==> config.mk <==
export PLATFORM = sky130hd
export DESIGN_NAME = voter_session_ctrl
export DESIGN_NICKNAME = d
export VERILOG_FILES = /design/src/rtl/voter_pkg.sv /design/src/rtl/voter_eval.sv /design/src/rtl/voter_session_ctrl.sv
export SDC_FILE = /design/constraint.sdc
export NUM_CORES = 1
export LEC_CHECK = 0
export ABC_AREA = 0
export CORE_MARGIN = 2
export CORE_UTILIZATION = 55
export CTS_CLUSTER_SIZE = 12
export DETAILED_ROUTE_END_ITERATION = 16
export GPL_TIMING_DRIVEN = 0
export PLACE_DENSITY = 0.89
export REMOVE_ABC_BUFFERS = 1
export SLEW_MARGIN = 20
export SYNTH_ARGS = -nofsm -noshare
export SYNTH_HDL_FRONTEND = slang
export SYNTH_SLANG_ARGS = --single-unit
==> constraint.sdc <==
create_clock -name clk -period 4.8 [get_ports clk]
set_clock_uncertainty 0.1 [all_clocks]
set_input_delay 0.48 -clock clk [delete_from_list [all_inputs] [get_ports clk]]
set_output_delay 0.48 -clock clk [all_outputs]
set_load 0.05 [all_outputs]
==> src/rtl/voter_pkg.sv <==
// Shared types and constants for the 4-voter majority ballot controller.
package voter_pkg;

  localparam int unsigned N_VOTERS = 4;
  localparam int unsigned RES_W    = 3;

  // 1-based result positions: result[RES_x-1] is the flag for that outcome.
  localparam int unsigned RES_YES = 3;
  localparam int unsigned RES_TIE = 2;
  localparam int unsigned RES_NO  = 1;

  typedef enum logic [1:0] {
    IDLE,
    COLLECT,
    EVAL,
    DONE
  } state_e;

endpackage

==> src/rtl/voter_eval.sv <==
// Combinational ballot evaluator: counts yes votes and returns a one-hot
// yes-majority / tie / no-majority flag.
module voter_eval
  import voter_pkg::*;
(
  input  logic [N_VOTERS-1:0] ballot,
  output logic [RES_W-1:0]    result_c
);

  localparam int unsigned CNT_W = 3;

  logic [CNT_W-1:0] yes_cnt;

  always_comb begin
    yes_cnt  = '0;
    result_c = '0;
    for (int i = 0; i < int'(N_VOTERS); i++) begin
      yes_cnt = yes_cnt + CNT_W'(ballot[i]);
    end
    if (yes_cnt >= CNT_W'(3)) begin
      result_c[RES_YES-1] = 1'b1;
    end else if (yes_cnt == CNT_W'(2)) begin
      result_c[RES_TIE-1] = 1'b1;
    end else begin
      result_c[RES_NO-1] = 1'b1;
    end
  end

endmodule

==> src/rtl/voter_session_ctrl.sv <==
// Ballot round sequencer: IDLE -> COLLECT -> EVAL -> DONE with vote timeout.
// Define VOTER_REVOTE_EN for last-vote-wins and fixed-length sessions.
module voter_session_ctrl
  import voter_pkg::*;
#(
  parameter int unsigned TIMEOUT = 16
) (
  input  logic                clk,
  input  logic                rst_n,
  input  logic                start,
  input  logic [N_VOTERS-1:0] vote_valid,
  input  logic [N_VOTERS-1:0] vote_val,
  output logic                busy,
  output logic [N_VOTERS-1:0] voted_mask,
  output logic                done,
  output logic                timed_out,
  output logic [RES_W-1:0]    result
);

  localparam int unsigned TIMER_W = 8;

  state_e              state_q, state_d;
  logic [N_VOTERS-1:0] ballot_q, ballot_d;
  logic [N_VOTERS-1:0] mask_q, mask_d;
  logic [TIMER_W-1:0]  timer_q, timer_d;
  logic                timed_out_q, timed_out_d;
  logic [RES_W-1:0]    result_q, result_d;
  logic                busy_q, busy_d;
  logic                done_q, done_d;
  logic [RES_W-1:0]    eval_res_c;
  logic                at_limit;
`ifndef VOTER_REVOTE_EN
  logic [N_VOTERS-1:0] accept;
`endif

  voter_eval u_eval (
    .ballot   (ballot_q),
    .result_c (eval_res_c)
  );

  always_comb begin
    state_d     = state_q;
    ballot_d    = ballot_q;
    mask_d      = mask_q;
    timer_d     = timer_q;
    timed_out_d = timed_out_q;
    result_d    = result_q;
    at_limit    = (timer_q == TIMER_W'(TIMEOUT - 1));
`ifndef VOTER_REVOTE_EN
    accept      = '0;
`endif

    case (state_q)
      IDLE: begin
        if (start) begin
          state_d     = COLLECT;
          ballot_d    = '0;
          mask_d      = '0;
          timer_d     = '0;
          timed_out_d = 1'b0;
        end
      end
      COLLECT: begin
        timer_d = timer_q + TIMER_W'(1);
`ifdef VOTER_REVOTE_EN
        ballot_d = (ballot_q & ~vote_valid) | (vote_val & vote_valid);
        mask_d   = mask_q | vote_valid;
        if (at_limit) begin
          state_d     = EVAL;
          timed_out_d = 1'b1;
        end
`else
        // Only voters without a recorded vote are accepted: first vote wins.
        accept   = vote_valid & ~mask_q;
        ballot_d = (ballot_q & ~accept) | (vote_val & accept);
        mask_d   = mask_q | accept;
        if (&mask_d) begin
          state_d = EVAL;
        end else if (at_limit) begin
          state_d     = EVAL;
          timed_out_d = 1'b1;
        end
`endif
      end
      EVAL: begin
        result_d = eval_res_c;
        state_d  = DONE;
      end
      DONE: begin
        state_d = IDLE;
      end
      default: begin
        state_d = IDLE;
      end
    endcase

    busy_d = (state_d == COLLECT) || (state_d == EVAL);
    done_d = (state_d == DONE);
  end

  always_ff @(posedge clk or negedge rst_n) begin
    if (!rst_n) begin
      state_q     <= IDLE;
      ballot_q    <= '0;
      mask_q      <= '0;
      timer_q     <= '0;
      timed_out_q <= 1'b0;
      result_q    <= '0;
      busy_q      <= 1'b0;
      done_q      <= 1'b0;
    end else begin
      state_q     <= state_d;
      ballot_q    <= ballot_d;
      mask_q      <= mask_d;
      timer_q     <= timer_d;
      timed_out_q <= timed_out_d;
      result_q    <= result_d;
      busy_q      <= busy_d;
      done_q      <= done_d;
    end
  end

  assign busy       = busy_q;
  assign voted_mask = mask_q;
  assign done       = done_q;
  assign timed_out  = timed_out_q;
  assign result     = result_q;

endmodule

==> results.txt <==
initial antenna violation count: 0
CTS Buffer Depth: 2
detailed placement HPWL: 1700 um
Slew Limit Fails: 0
Die Wd: 50.3 um
sequential fraction of the synthesis area: 51.0%
layout cells sized above 1: 10.3%
crit-path cells: clkdlybuf4s50_1
max incr delay on CP: 0.83 ns
Yosys top cell by area: dfrtp_1
Slew headroom: 66.2%
gp weighted congestion: 0.767
Final Hold Viols: 0
Least-Margin Pin Slew: 0.506 ns
sum of negative setup slack: 0 ns
fin nets: 153
P_leak: 0.648 nW
total chip power: 0.944 mW
Cell Pwr Density: 660 mW/mm^2
DRC: 0
RSZ-0062 raised after global routing: no
worst slack at placement: 2.94 ns
depth of the worst register-to-register path: 6
Buf+Inv Stages, Crit Path: 1
Finished Core Util: 72.1%
WL final: 2200 um
largest net degree at the start of global routing: 25
Root Driver: clkbuf_4
Starting DRT DRC Count: 23
Pre-antenna DRT Iters: 4
FP Rows: 16
Post-CTS Resized: 0
Worst path top cell family by delay: buffers and inverters
design area: 0.00143 mm^2
multi-input combinational cell area: 529 um^2
starting density of the core: 59.5%
ranking of synthesized cells by area: dfrtp_1, a21oi_1, ha_1, a32o_1, o21ai_0
RR Endpoint: result[1]
cell count after synthesis: 114
crit path DAT: 1.58 ns
clk_lat worst skew: 0.31 ns
Netlist cell types: 30
fmax: 463 MHz
CP endpoint kind: primary output
input/output buffers: 20
vias in the first global route: 840
Reg area: 601 um^2
final period utilization: 45.0%
total number of H-tree levels: 1
synthesis-stage register bit count: 24
CTS buffer count: 3
critical path class: reg -> out
most common cell after layout, fill and taps aside: dfrtp_1
Worst Hold Class: in -> async
Vias: 906
CTS Hold Bufs: 0
Die Area: 0.00253 mm^2
IO Pins: 21
critical path fanouts, max: 5
Peak VDD IR: 0.426 mV
fin crit period: 2.16 ns
setup ws final: 2.64 ns
Post-CTS Repair Setup Buffers: 0
startpoint type of the worst setup path: register
fill cell count: 136
core area: 0.00198 mm^2
Synth-to-Final Area Change: 21.2%
worst r2r src: ballot_q[0]
share of Yosys cell area claimed by the top area cell type: 51.0%
Via-to-Cell Ratio: 5.56
CTS tree: done
dpl cell area: 0.00140 mm^2
Synth Cell Area: 0.00118 mm^2
Worst path slowest cell: clkdlybuf4s50_1
most frequent cells in the layout: dfrtp_1, clkdlybuf4s50_1, a21oi_1
gr ovfl total: 0
worst endpoint required time: 4.22 ns
Clock transition at path regs: 0.13 ns
CTS Sinks: 24
Antenna Cells: 0
Avg WL per Cell: 13.5 um
Setup-failing EPs final: 0
final antenna-violating net count: 0
die height: 50.3 um
status: finished, final reports clean
max-cap violations: 0
GR Util All Layers: 19.8%
first-pass GRT wire length: 3730 um
Avg Cell Area, Syn: 10.3 um^2
reg-to-reg slack, setup: 2.91 ns
Yosys warning total: 0
-- flip-flops by register name (all words and copies together), names as in the netlist --
signal	flops
ballot_q	4
busy	1
done	1
result	3
state_q	2
timed_out	1
timer_q	8
voted_mask	4
-- how the worst max path moves through the flow --
stage             startpoint             to  slack, ns  cells past startpoint
2_1_floorplan    ballot_q[0]      result[1]       3.07                      6
3_3_place_gp           rst_n      result[0]       2.96                      1
3_5_place_dp           rst_n      result[1]       2.94                      1
4_1_cts        voted_mask[2]  voted_mask[2]       2.64                      1
5_1_grt        voted_mask[3]  voted_mask[3]       2.56                      1
6_report       voted_mask[3]  voted_mask[3]       2.64                      1
-- area by class of cell --
class / instances / area share, %
clock buffer: 4 / 2.54
timing repair buffer: 20 / 13.7
multi-input combinational: 79 / 37.0
inverter: 9 / 2.36
tap: 27 / 2.36
sequential: 24 / 42.0
-- cells in the mapped netlist, drive strengths merged --
cell type	instances
fa	1
nor2	10
a21oi	10
a31oi	1
ha	4
xor2	1
and3	1
nor2b	4
dfrtp	24
inv	9
o31ai	3
nand2b	3
nand2	9
or4	1
nand3	5
buf	2
mux2i	3
and2b	1
o21ai	10
a32o	4
a22o	2
o22ai	3
or2	1
mux2	2
-- per-stage QoR --
stage / hold slack, ns / instances
after floorplan: 0.0844 / 112
after global placement: 0.360 / 159
after detailed placement: 0.369 / 159
after CTS: 0.393 / 163
after global routing: 0.0420 / 163
final: 0.0116 / 163
-- cell families after synthesis --
family	after synthesis	synth area share [%]
XOR/XNOR	1	0.743
AND/OR/NAND/NOR	35	15.6
buffers and inverters	11	4.14
adder cells (fa/ha/maj)	5	5.95
flip-flops	24	51.0
multiplexers	5	4.46
AO/OA/AOI/OAI	33	18.2
-- where the power goes --
| part | switching (mW) | internal [mW] |
|---|---|---|
| combinational | 0.293 | 0.188 |
| clock | 0.0602 | 0.0463 |
| sequential | 0.0799 | 0.276 |
-- per-layer routing --
metal | global-route usage, % | routed length (um) | part of all wire [%]
met5 | 0 | 0 | 0
met1 | 26.6 | 1010 | 46
met3 | 2.68 | 93 | 4.2
met2 | 32.5 | 1060 | 48
met4 | 8.11 | 38 | 1.7
No activity file was read; power rests on OpenSTA's default activity.
